**src/rtl/source_rand_pkt.sv**
```systemverilog
// Random packet source: LFSR-driven payload, packet length and idle gaps on a
// valid/ready stream, with a counting-data mode for deterministic traffic.
module source_rand_pkt #(
    parameter int          WIDTH     = 8,
    parameter int          PKT_LEN_W = 4,
    parameter int          GAP_W     = 3,
    parameter logic [31:0] SEED      = 32'h0000_0001
) (
    input  logic             clk,
    input  logic             rst,
    input  logic             en,
    input  logic [1:0]       mode,
    input  logic             ready,
    output logic             valid,
    output logic [WIDTH-1:0] data,
    output logic             last,
    output logic [15:0]      pkt_cnt
);

    localparam logic [31:0]        SEED_EFF = (SEED == 32'd0) ? 32'd1 : SEED;
    localparam logic [PKT_LEN_W:0] MAX_LEN  = (PKT_LEN_W + 1)'(1) << PKT_LEN_W;

    typedef enum logic [1:0] {IDLE, GAP, SEND} state_t;

    function automatic logic [31:0] lfsr_step(input logic [31:0] l);
        return l[0] ? ((l >> 1) ^ 32'h8020_0003) : (l >> 1);
    endfunction

    state_t             state;
    logic [31:0]        lfsr;
    logic [WIDTH-1:0]   cnt_data;
    logic [1:0]         mode_q;
    logic [PKT_LEN_W:0] rem;
    logic [GAP_W-1:0]   gap_next;
    logic [GAP_W-1:0]   gap_cnt;

    logic               xfer;
    logic               is_start;
    logic               load;
    logic [1:0]         eff_mode;
    logic               counting;
    logic [31:0]        p_val;
    logic [31:0]        v_val;
    logic [PKT_LEN_W:0] rem_cur;
    logic [GAP_W-1:0]   gap_before;
    logic [GAP_W-1:0]   gap_after;

    // NOTE: every always_comb output gets a default first so no latch can be inferred.
    always_comb begin
        xfer       = 1'b0;
        is_start   = 1'b0;
        load       = 1'b0;
        eff_mode   = mode_q;
        p_val      = lfsr_step(lfsr);
        v_val      = lfsr_step(lfsr);
        rem_cur    = rem;
        gap_before = gap_next;
        gap_after  = '0;

        xfer     = (state == SEND) && valid && ready;
        is_start = ((state == IDLE) && en) || (xfer && last && en);
        load     = is_start || (xfer && !last);

        // A packet start steps the LFSR twice: P for the packet fields, V for beat 1.
        if (is_start) begin
            eff_mode = mode;
            v_val    = lfsr_step(p_val);
            rem_cur  = mode[1] ? MAX_LEN : (PKT_LEN_W + 1)'(p_val[PKT_LEN_W-1:0]) + 1'b1;
            gap_before = mode[0] ? '0 : p_val[31 -: GAP_W];
        end
        counting  = (eff_mode == 2'b11);
        gap_after = eff_mode[0] ? '0 : v_val[31 -: GAP_W];
    end

    // NOTE: sequential state uses non-blocking assignments only, so every register
    // sees pre-edge values regardless of statement order.
    always_ff @(posedge clk or posedge rst) begin
        if (rst) begin
            state    <= IDLE;
            lfsr     <= SEED_EFF;
            cnt_data <= '0;
            mode_q   <= '0;
            rem      <= '0;
            gap_next <= '0;
            gap_cnt  <= '0;
            valid    <= 1'b0;
            data     <= '0;
            last     <= 1'b0;
            pkt_cnt  <= '0;
        end else begin
            if (xfer && last)
                pkt_cnt <= pkt_cnt + 16'd1;

            if (load) begin
                if (is_start)
                    mode_q <= mode;
                if (counting) begin
                    data     <= cnt_data;
                    cnt_data <= cnt_data + 1'b1;
                end else begin
                    lfsr <= v_val;
                    data <= v_val[WIDTH-1:0];
                end
                last     <= (rem_cur == (PKT_LEN_W + 1)'(1));
                rem      <= rem_cur - 1'b1;
                gap_next <= gap_after;
                if (gap_before == '0) begin
                    state <= SEND;
                    valid <= 1'b1;
                end else begin
                    state   <= GAP;
                    valid   <= 1'b0;
                    gap_cnt <= gap_before;
                end
            end else if (xfer) begin
                // Last beat accepted with en low: packet finished, go quiet.
                state <= IDLE;
                valid <= 1'b0;
                last  <= 1'b0;
            end else if (state == GAP) begin
                if (gap_cnt == GAP_W'(1)) begin
                    state <= SEND;
                    valid <= 1'b1;
                end
                gap_cnt <= gap_cnt - 1'b1;
            end
        end
    end

endmodule

```
**config.mk**
```make
export PLATFORM = sky130hd
export DESIGN_NAME = source_rand_pkt
export DESIGN_NICKNAME = d
export VERILOG_FILES = /design/src/rtl/source_rand_pkt.sv
export SDC_FILE = /design/constraint.sdc
export NUM_CORES = 1
export LEC_CHECK = 0
export CORE_ASPECT_RATIO = 0.6
export CORE_MARGIN = 10
export CORE_UTILIZATION = 50
export CTS_CLUSTER_DIAMETER = 30
export DETAILED_ROUTE_END_ITERATION = 10
export GPL_TIMING_DRIVEN = 0
export PLACE_DENSITY = 0.75
export SYNTH_ARGS = -nofsm -noshare
export SYNTH_HDL_FRONTEND = slang
export SYNTH_SLANG_ARGS = --single-unit
```
**constraint.sdc**
```tcl
create_clock -name clk -period 2.8 [get_ports clk]
set_input_delay 0.42 -clock clk [delete_from_list [all_inputs] [get_ports clk]]
set_output_delay 0.42 -clock clk [all_outputs]
set_load 0.01 [all_outputs]
```
# ---- Word level (Yosys, flattened, before mapping)
# Index checks and enable logic that the tools add are counted.
# Widths: inputs -> output; s select.
dict set report word_totals {
  ff_bits 81
  inputBits 6
  out_inout_bits 26
  word_cells 71
}
dict set report classes {
  addsub 5
  eq_ne 7
  n_mux 26
  n_bitwise 3
  reduce_logical 19
}
# op count
set ops {}
lappend ops {{$mux 32} 3}
lappend ops {{$mux 3} 7}
lappend ops {{$add 16x1->16 const B} 1}
lappend ops {{$mux 2} 6}
lappend ops {{$mux 5} 2}
lappend ops {{$add 8x1->8 const B} 1}
lappend ops {{$mux 8} 1}
lappend ops {{$not 3->4} 2}
lappend ops {{$mux 1} 7}
lappend ops {{$logic_and 1x1->1} 6}
lappend ops {{$reduce_and 2->1} 3}
lappend ops {{$reduce_bool 3->1} 2}
lappend ops {{$add 4x1->5 const B} 1}
lappend ops {{$eq 5x1->1 const B} 1}
lappend ops {{$sub 5x1->5 const B} 1}
lappend ops {{$eq 2x2->1 const B} 2}
lappend ops {{$reduce_bool 2->1} 2}
lappend ops {{$eq 3x1->1 const B} 1}
lappend ops {{$logic_not 3->1} 1}
lappend ops {{$reduce_and 3->1} 1}
lappend ops {{$sub 3x1->3 const B} 1}
lappend ops {{$eq 2x1->1 const B} 1}
lappend ops {{$logic_not 2->1} 1}
lappend ops {{$logic_or 1x1->1} 2}
lappend ops {{other kinds (4)} 4}

# ---- Depth between registers and ports, before layout
dict set report depth {
  word_depth 10
  mapped_depth 11
  ltp_nobuf 10
}

# ---- Worst setup path before layout
# Ideal clock, no wire load.
dict set report synth_path {
  path_kind {register to register}
  startpoint {reg lfsr[0]}
  endpoint {reg rem[3]}
  setup_time_ns 0.083
  arrival_time_ns 2.186
  required_time_ns 2.717
  slack_ns 0.531
  stages_incl_launch_ff 9
  n_path_buf 1
  period_less_slack_ns 2.269
  cell_sequence {dfstp_2 > buf_2 > xor2_1 > ha_1 > xor2_1 > or3_1 > o311ai_1 > o41ai_1 > o21ai_0}
}
dict set report synth_between {
  elab_chain_cells 5
}
# element line
set synth_rtl {}
lappend synth_rtl {{start, declared} 30} ;# logic [31:0] lfsr;
lappend synth_rtl {{start signal, assigned} 101} ;# lfsr <= v_val;
lappend synth_rtl {{$mux 32} 26} ;# return l[0] ? ((l >> 1) ^ 32'h8020_0003) : (l >> 1);
lappend synth_rtl {{$add 4x1->5} 68} ;# rem_cur = mode[1] ? MAX_LEN : (PKT_LEN_W + 1)'(p_val[PKT_LEN_W-1:0]) + 1'b1;
lappend synth_rtl {{$mux 5} 68}
lappend synth_rtl {{$mux 5} 65} ;# if (is_start) begin
lappend synth_rtl {{$sub 5x1->5} 105} ;# rem <= rem_cur - 1'b1;
lappend synth_rtl {{end signal, assigned} 105}
lappend synth_rtl {{end, declared} 33} ;# logic [PKT_LEN_W:0] rem;
# Every way passes these cells.
# A chain may end at the register's enable or synchronous reset.

# ---- Worst setup path after layout
dict set report layout_path {
  startpoint {reg state[0]}
  endpoint {reg rem[4]}
}
dict set report layout_between {
  elab_chain_cells 8
  elab_cells_between_ends 12
  classes_between {add/sub (1); eq/ne (1); mux (1); reduce/logical (9)}
}
# element line
set layout_rtl {}
lappend layout_rtl {{start, declared} 29} ;# state_t state;
lappend layout_rtl {{start signal, assigned} 79} ;# state <= IDLE;
lappend layout_rtl {{start signal, assigned} 108} ;# state <= SEND;
lappend layout_rtl {{start signal, assigned} 111} ;# state <= GAP;
lappend layout_rtl {{$eq 2x2->1} 60} ;# xfer = (state == SEND) && valid && ready;
lappend layout_rtl {{$logic_and 1x1->1 (2 in series)} 60}
lappend layout_rtl {{$logic_and 1x1->1 (2 in series)} 61} ;# is_start = ((state == IDLE) && en) || (xfer && last && en);
lappend layout_rtl {{$logic_or 1x1->1} 61}
lappend layout_rtl {{$mux 5} 65}
lappend layout_rtl {{$sub 5x1->5} 105}
# Parallel ways exist; a longest one is shown, timed or not.

==> metrics.md <==
| Metric | Value |
|---|---|
| Avg Cell Area, Syn | `~9.6 µm²` |
| Post-synthesis cell count | `~440` |
| Iteration-0 DRC Markers | `340` |
| Clock root cell | `clkbuf_16` |
| Row Count | `25` |
| Initial antenna violation count | `0` |
| PwrDens | `~460 mW/mm²` |
| H-tree Lvls | `3` |
| Die outline area | `0.01273 mm²` |
| Number of global-route vias before repair | `3,357` |
| Diode count | `0` |
| Placed Cells | `around 600` |
| HPWL Detailed | `7.308 mm` |
| First-pass DRT Iterations | `5` |
| Post-synthesis cell type count | `between 50 and 60` |
| Synthesized net count | `between 400 and 500` |
| Bufs on Longest Clock Path | `2` |
| CP Data Required Time | `roughly 3.0 ns` |
| CP max stage cell | `dfrtp_1` |
| Final core occ | `between 60% and 70%` |
| Origin of the critical flop-to-flop path | `state[0]` |
| Total Wirelength | `~10 mm` |
| First-pass GRT wire length | `~17 mm` |
| DR vias | `3,401` |
| Clk sinks | `80` |
| Startpoint Class | `flip-flop` |
| Crit Path Class | `flip-flop to flip-flop` |
| Peak supply drop | `around 450 µV` |
| Setup WS pre-CTS | `-0.3175 ns` |
| Crit path time final | `2.698 ns` |
| Number of routed nets with antenna violations | `0` |
| FF-to-FF End | `rem[4]` |
| Status | `completed` |
| Vias per cell | `around 5.6` |
| Final hold violation count | `0` |
| Placer Congestion | `a little under 0.9` |
| Core Box Area | `0.008070 mm²` |
| Gr usage total | `16.09%` |
| Share of layout cells above drive strength 1 | `between 15 and 20%` |
| Post-synth EDFFs | `0` |
| Register bit total from synthesis | `80` |
| Post-synthesis instance area | `0.004260 mm²` |
| Worst-margin pin slew | `between 0.4 and 0.5 ns` |
| CTS tree | `built` |
| Final WS setup | `between 0.1 and 0.15 ns` |
| Crit path max fanout | `10` |
| Hold Crit Class | `input port to async pin` |
| Io pins | `32` |
| Pins Over Slew Limit | `0` |
| RSZ-0062 raised after global routing | `no` |
| CP peak stage delay | `between 0.4 and 0.5 ns` |
| Tightest hold margin | `between 0.4 and 0.5 ns` |
| Lkg Pwr | `around 2.3 nW` |
| Final setup TNS | `0 ns` |
| Commonest cells after routing, fill and taps aside | `79 x dfrtp_1, 75 x nand2_1, 44 x nor2_1` |
| CP most frequent cell | `buf_4` |
| Yosys synthesis warning count | `0` |
| Final worst path period share | `a little over nine tenths` |
| R2R setup slack | `between 0.1 and 0.15 ns` |
| Filler cells | `654` |
| Clock transition at path regs | `approximately 0.060 ns` |
| Port bufs | `31` |
| Seq/Total Area, Yosys | `47.02%` |
| Post-Layout Cell Count | `approximately 600` |
| Worst-skew pair later-pin latency | `between 0.3 and 0.4 ns` |
| Die width | `about 140 µm` |
| Max-cap viol count | `0` |
| Async S/R FF share, synth | `100.0%` |
| P&R area growth vs syn | `19.27%` |
| Drc violations | `0` |
| Final setup vio count | `0` |
| Total Nets Final | `approximately 500` |
| Chip height | `91.50 µm` |
| Post-route cell area | `~0.0051 mm²` |
| Initial core utilization | `52.79%` |
| Pin count of the biggest net entering global routing | `53` |
| DP Area | `0.004736 mm²` |
| F_max | `370.6 MHz` |
| Post-synth top flop | `dfrtp_1` |
| Crit end category | `flip-flop` |
| FF-to-FF path depth | `10` |
| Commonest non-fill, non-tap cell in the layout | `dfrtp_1` |
| Slew HR | `70.78%` |
| Total grt overflow | `0` |
| Clock Skews | `a little under 0.008 ns` |
| Critical Path AT | `between 2 and 3 ns` |
| Routed WL per cell | `approximately 17 µm` |
| Worst-path cell chain | `nand2b_2, nor2_4, buf_4, buf_4, clkbuf_4, a31oi_1, ha_1, o21a_1, a21oi_1, o2111ai_1` |
| PnR Total Power | `roughly 2.4 mW` |
| CTS buffer count | `9` |
[cell usage after synthesis (3+ instances only)]
cell	n	area share, %
nor2b_1	3	0.44
nand2_1	76	6.7
buf_4	5	0.88
xor2_1	13	2.7
a21oi_1	14	1.6
o21ai_0	20	2.3
nand3_1	12	1.4
mux2i_1	11	2.6
buf_6	4	1.1
xnor2_1	17	3.5
buf_2	14	1.6
o31ai_1	5	0.88
a31oi_1	23	3.4
and3_1	6	0.88
ha_1	7	2.1
inv_1	14	1.2
dfrtp_1	79	46
nand4_1	4	0.59
nor2_1	44	3.9
and2_1	5	0.73
nor3_1	8	0.94
mux2_2	16	4.2
[state kept, by name, indices dropped and copies added (netlist names)]
register	count
gap_next	3
gap_cnt	3
last	1
lfsr	32
valid	1
state	1
cnt_data	8
mode_q	2
data	8
pkt_cnt	16
rem	5
[what timing repair did]
action,4_1_cts,5_1_grt
setup endpoints to repair,1,4
pin swaps,0,1
setup buffers,0,2
resized for setup,2,8
hold buffers,0,0
[final cells by class]
type	count	area (µm²)	area share, %
sequential	80	2003	39.42
timing repair buffer	34	357.8	7.043
inverter	14	55.05	1.083
buffer	25	163.9	3.226
tap	108	135.1	2.659
clock inverter	3	23.77	0.4679
multi-input combinational	325	2072	40.78
clock buffer	13	270.3	5.319
[logic make-up after synthesis]
group / count (synthesis) / share of synthesized area, %
compound gates: 86 / 13.48
xor+xnor: 30 / 6.167
fa+ha+maj: 7 / 2.056
buf+inv: 39 / 4.993
flops: 80 / 47.02
mux: 28 / 7.078
simple gates: 174 / 19.21
[routing by layer]
layer | global-route usage [%] | part of all wire [%] | up-vias
met1 | 22.50 | 50 | 1646
met5 | 0 | 0 | -
met3 | 4.524 | 6.2 | 16
met4 | 5.190 | 1.4 | 0
met2 | 23.35 | 42 | 103
li1 | - | - | 1636
[critical path, delay by kind of cell, from the launching register on]
kind | cells | cell delay (ns)
simple gates | 2 | 0.52
buf+inv | 3 | 0.67
compound gates | 4 | 0.60
flops | 1 | 0.46
fa+ha+maj | 1 | 0.28
[where the power goes]
group / leakage, nW / switching, mW / internal (mW)
Clock: 0.138 / 0.458 / 0.677
Combinational: 1.03 / 0.0417 / 0.0209
Sequential: 1.08 / 0.00359 / 1.16
[how the worst max path moves through the flow]
stage	startpoint	to	slack (ns)	depth (start not counted)
after detailed placement	en	rem[4]	-0.32	11
after global routing	lfsr[0]	rem[3]	0.03	8
final	state[0]	rem[4]	0.10	10
after global placement	rst	lfsr[14]	-0.96	2
after floorplan	rst	cnt_data[0]	0.33	1
after CTS	en	rem[4]	0.02	10
Power figures use the tool's default switching activity.
==> edit 1 (config.mk and constraints unchanged) <==
`WIDTH`: 8 -> 10.
--- a/src/rtl/source_rand_pkt.sv
+++ b/src/rtl/source_rand_pkt.sv
@@ -2,5 +2,5 @@
 // valid/ready stream, with a counting-data mode for deterministic traffic.
 module source_rand_pkt #(
-    parameter int          WIDTH     = 8,
+    parameter int          WIDTH     = 10,
     parameter int          PKT_LEN_W = 4,
     parameter int          GAP_W     = 3,
Interface: changed (resized data); port bits go from 32 to 34. The function was not compared with the original's and may differ.
==> edit 1 against the original RTL <==
- sequential cell count grew 4
- global-route usage rose by 0.19 points
- final area increased by 1.9%
- synthesized area up 2.7%
- critical path depth shrank 3
- utilization is 2.2 points lower
- worst setup slack improved by 0.33 ns
- wire length about the same
Power is not compared: it rests on default switching activity, and its combinational part moved more than twofold at a synthesized area within 25%.
==> edit 1: results (changes against the original RTL) <==
met1 WL -> 5102 um (was 5188 um)
first-pass GRT wire length -> 17,390 um (was 17,130 um)
Num CTS Buffers -> 9 (unchanged)
vias post-DR -> 3,520 (was 3,401)
CTS root buffer -> clkbuf_16 (unchanged)
post-synthesis net count -> 462 (was 457)
CTS Buffer Depth -> 2 (unchanged)
top cells by instance count after synthesis -> 83 x dfrtp_1, 82 x nand2_1, 46 x nor2_1 (was 79 x dfrtp_1, 76 x nand2_1, 44 x nor2_1)
DR iter-0 viols -> 290 (was 340)
clock slew at reported path FFs -> 0.06 ns (about the same)
syn_area_per_cell -> 9.702 um2 (was 9.595 um2)
met3 wire length -> 719 um (was 638 um)
register area share after synthesis -> 48.07% (was 47.02%)
slew margin rel. -> 63.04% (was 70.78%)
mean routed wirelength per cell -> 16.85 um (was 17.17 um)
placed cell count -> 597 (was 584)
PortBufs -> 33 (was 31)
Yosys cell types -> 56 (was 59)
post-CTS sizing -> 0 (was 2)
CP Capture Point -> lfsr[22]$_DFFE_PP0P_ (was rem[4]$_DFFE_PP0P_)
R2R setup slack -> 0.47 ns (was 0.10 ns)
worst clock skew -> 0.007380 ns (was 0.007869 ns)
initial antenna violation count -> 0 (unchanged)
pin count of the biggest net entering global routing -> 68 (was 53)
WHS -> 0.3666 ns (was 0.4433 ns)
Post-synth EDFFs -> 0 (unchanged)
share of layout cells above drive strength 1 -> 12.57% (was 16.19%)
met2 WL -> 4396 um (was 4367 um)
Reg-to-Reg Start -> lfsr[0]$_DFFE_PP1P_ (was state[0]$_DFFE_PP0P_)
share of flip-flops with an asynchronous set or reset -> 100.0% (unchanged)
GR Util met1 -> 23.07% (was 22.50%)
DP Area -> 4876 um2 (was 4736 um2)
Synth area leaders -> dfrtp_1 47%, nand2_1 7.0%, xnor2_1 4.0%, nor2_1 3.9%, mux2_2 3.9% (was dfrtp_1 46%, nand2_1 6.7%, mux2_2 4.2%, nor2_1 3.9%, xnor2_1 3.5%)
Setup Buffers After CTS -> 0 (unchanged)
worst min path class -> in -> async (unchanged)
Post-Route WL -> 10,330 um (was 10,340 um)
global routing usage on met3 -> 5.150% (was 4.524%)
worst setup path start -> en (was state[0]$_DFFE_PP0P_)
nets -> 507 (was 502)
GR Util met2 -> 23.06% (was 23.35%)
pre-CTS setup slack -> 0.1163 ns (was -0.3175 ns)
diode count -> 0 (unchanged)
Flop pwr share -> 35.2%
Lkg Pwr -> 2.287 nW
Total Routing Usage GR -> 16.28% (was 16.09%)
Critical Path AT -> 2.62 ns (was 2.87 ns)
Reg2Reg Depth -> 7 (was 10)
Detail Placement HPWL -> 7462 um (was 7308 um)
Comb power -> 2.47 mW
Highest Clock Rate -> 422.8 MHz (was 370.6 MHz)
gp weighted congestion -> 0.9072 (was 0.8940)
pwr/cell area -> 1091 nW/um2
status -> finished, final reports clean (unchanged)
vias in the first global route -> 3,400 (was 3,357)
## edit 1: cell count changes in the layout (fill, tap and decap cells not counted), moves of 5 or more
cell	change
inv_1	-6
mux2_1	+5
nand2_1	+7
buf_4	-5
nand3_1	-5
clkbuf_1	+6
## edit 1: cell type report
type                       instances  area [um2]
clock inverter                     7       75.07
tap                              112       140.1
multi-input combinational        335        2121
inverter                           8       32.53
fill                             722        3347
clock buffer                       9       225.2
sequential                        84        2103
timing repair buffer              34       357.8
buffer                            24       121.4
## edit 1: cell families after synthesis
group,Yosys count,synth area share [%]
AOI/OAI and AO/OA,77,11.58
muxes,35,8.607
xor gates and xnor gates,36,7.378
DFF,84,48.07
buffers and inverters,32,3.460
adders and majority gates,5,1.430
and+or+nand+nor,182,19.47
## edit 1: worst max-delay path: stages
cell	delay [ns]
clkdlybuf4s50_1	0.57
nand2b_1	0.22
nor2_1	0.30
buf_2	0.32
clkbuf_1	0.43
nand2_1	0.13
a31oi_1	0.21
==> edit 2 (config.mk and constraints unchanged) <==
Made on the original files. The 3 states of `state_t` get a one-hot encoding in 3 bits.
--- a/src/rtl/source_rand_pkt.sv
+++ b/src/rtl/source_rand_pkt.sv
@@ -21,5 +21,5 @@
     localparam logic [PKT_LEN_W:0] MAX_LEN  = (PKT_LEN_W + 1)'(1) << PKT_LEN_W;
 
-    typedef enum logic [1:0] {IDLE, GAP, SEND} state_t;
+    typedef enum logic [2:0] {IDLE = 3'b001, GAP = 3'b010, SEND = 3'b100} state_t;
 
     function automatic logic [31:0] lfsr_step(input logic [31:0] l);
Behaviour: no difference found for any inputs over 10 cycles, from zero or initial values and one cycle with rst high; not proved beyond that.
==> edit 2 against the original RTL <==
- worst setup slack got worse by 0.012 ns
- synthesized area rose by 1.5%
- wire length fell by 0.33%
- clock power fell by 5%
- sequential share of layout area fell by 0.27 points
- largest cell class unchanged
- global-route usage rose by 0.060 points
- via count rose by 0.53%
- final cell count fell by 1.3%
- sequential cell count rose by 1
- final area rose by 2.0%
- non-clock buffer count rose by 3
- power rose by 0.17%
==> edit 2: results (changes against the original RTL) <==
DP Area -> 4806 um2 (was 4736 um2)
slew margin rel. -> 56.51% (was 70.78%)
status -> finished, final reports clean (unchanged)
Final Non-Filler Cells -> 594 (was 602)
register area share after synthesis -> 46.92% (was 47.02%)
placed cell count -> 573 (was 584)
vias in the first global route -> 3,350 (was 3,357)
Reg-to-Reg Start -> lfsr[0]$_DFFE_PP1P_ (was state[0]$_DFFE_PP0P_)
Fillers -> 686 (was 654)
post-synthesis net count -> 442 (was 457)
Detail Placement HPWL -> 7270 um (was 7308 um)
Reg2Reg Depth -> 11 (was 10)
Critical Path AT -> 2.97 ns (was 2.87 ns)
nets -> 490 (was 502)
peak supply drop -> 0.0003720 V (was 0.0004498 V)
worst clock skew -> 0.009180 ns (was 0.007869 ns)
syn_area_per_cell -> 10.08 um2 (was 9.595 um2)
pre-CTS setup slack -> -0.4268 ns (was -0.3175 ns)
gp weighted congestion -> 0.8473 (was 0.8940)
pin count of the biggest net entering global routing -> 63 (was 53)
WHS -> 0.3758 ns (was 0.4433 ns)
NetSw -> 0.5234 mW (was 0.5034 mW)
vias post-DR -> 3,419 (was 3,401)
DR iter-0 viols -> 324 (was 340)
Lkg Pwr -> 2.204 nW (was 2.253 nW)
mean routed wirelength per cell -> 17.35 um (was 17.17 um)
## edit 2: cell types whose count changed in the layout (fill, tap and decap cells not counted), moves of 7 or more
| cell | change |
|---|---|
| o21ai_0 | -14 |
| mux2_2 | -15 |
| buf_2 | -9 |
| nor3_1 | +7 |
| a221o_1 | +8 |
| a21o_1 | +10 |
| a31oi_1 | -22 |
| o21ai_1 | +21 |
| nor2_1 | -26 |
| mux2i_1 | +12 |
## edit 2: power by group through the flow
stage / Sequential, mW / Clock, mW / Combinational [mW]
6_report: 1.19 / 1.07 / 0.107
4_1_cts: 1.19 / 1.09 / 0.100
2_1_floorplan: 1.21 / 0 / 0.0617
5_1_grt: 1.19 / 1.15 / 0.118
3_3_place_gp: 1.21 / 0 / 0.0877
3_5_place_dp: 1.21 / 0 / 0.0966
## edit 2: how the worst max path moves through the flow
| stage | from | endpoint | slack (ns) |
|---|---|---|---|
| finish | lfsr[0]$_DFFE_PP1P_ | rem[4]$_DFFE_PP0P_ | 0.09 |
| global route | lfsr[0]$_DFFE_PP1P_ | last$_DFFE_PP0P_ | -0.03 |
| CTS | state[0]$_DFFE_PP1P_ | last$_DFFE_PP0P_ | 0.02 |
| detailed placement | en | last$_DFFE_PP0P_ | -0.43 |
| global placement | rst | gap_cnt[1]$_DFFE_PP0P_ | -0.92 |
| floorplan | lfsr[0]$_DFFE_PP1P_ | last$_DFFE_PP0P_ | 0.24 |
## edit 2: worst max-delay path: stages (launching register included)
cell	delay, ns
dfstp_2	0.59
buf_8	0.18
xor2_4	0.22
ha_1	0.26
inv_1	0.11
nor3_1	0.09
a21oi_2	0.18
ha_1	0.35
nand2b_1	0.09
a2bb2oi_1	0.13
o2111a_1	0.26
o21ai_0	0.16
## edit 2: layout make-up
class	instances	share of cell area, %
multi-input cells	314	41.35
flip-flops and latches	81	39.15
repair buffers	38	7.386
clock buffers	12	4.755
plain buffers	24	3.572
well taps	112	2.703
inverters	9	0.7000
clock inverters	4	0.3862
## edit 2: cells by family after synthesis
kind of cell             after synthesis  share of synthesized area [%]
AND/OR/NAND/NOR                      152                          17.01
AO/OA/AOI/OAI                         99                          17.10
flip-flops                            81                          46.92
buffers and inverters                 34                          4.831
XOR/XNOR                              31                          6.277
multiplexers                          25                          5.843
adder cells (fa/ha/maj)                7                          2.025
## edit 2: layer usage
layer / part of all wire [%] / wire length [um] / up-vias / track usage, %
met3: 8.3 / 851 / 12 / 5.098
met5: 0 / 0 / - / 0
met2: 41 / 4244 / 138 / 22.23
li1: - / - / 1619 / -
met4: 1.1 / 116 / 0 / 4.281
met1: 49 / 5090 / 1650 / 23.60
## edit 2: repair_timing
item	CTS	global route
resized for setup	7	7
buffers inserted	1	5
pin swaps	1	1
endpoints found under the setup margin	3	2
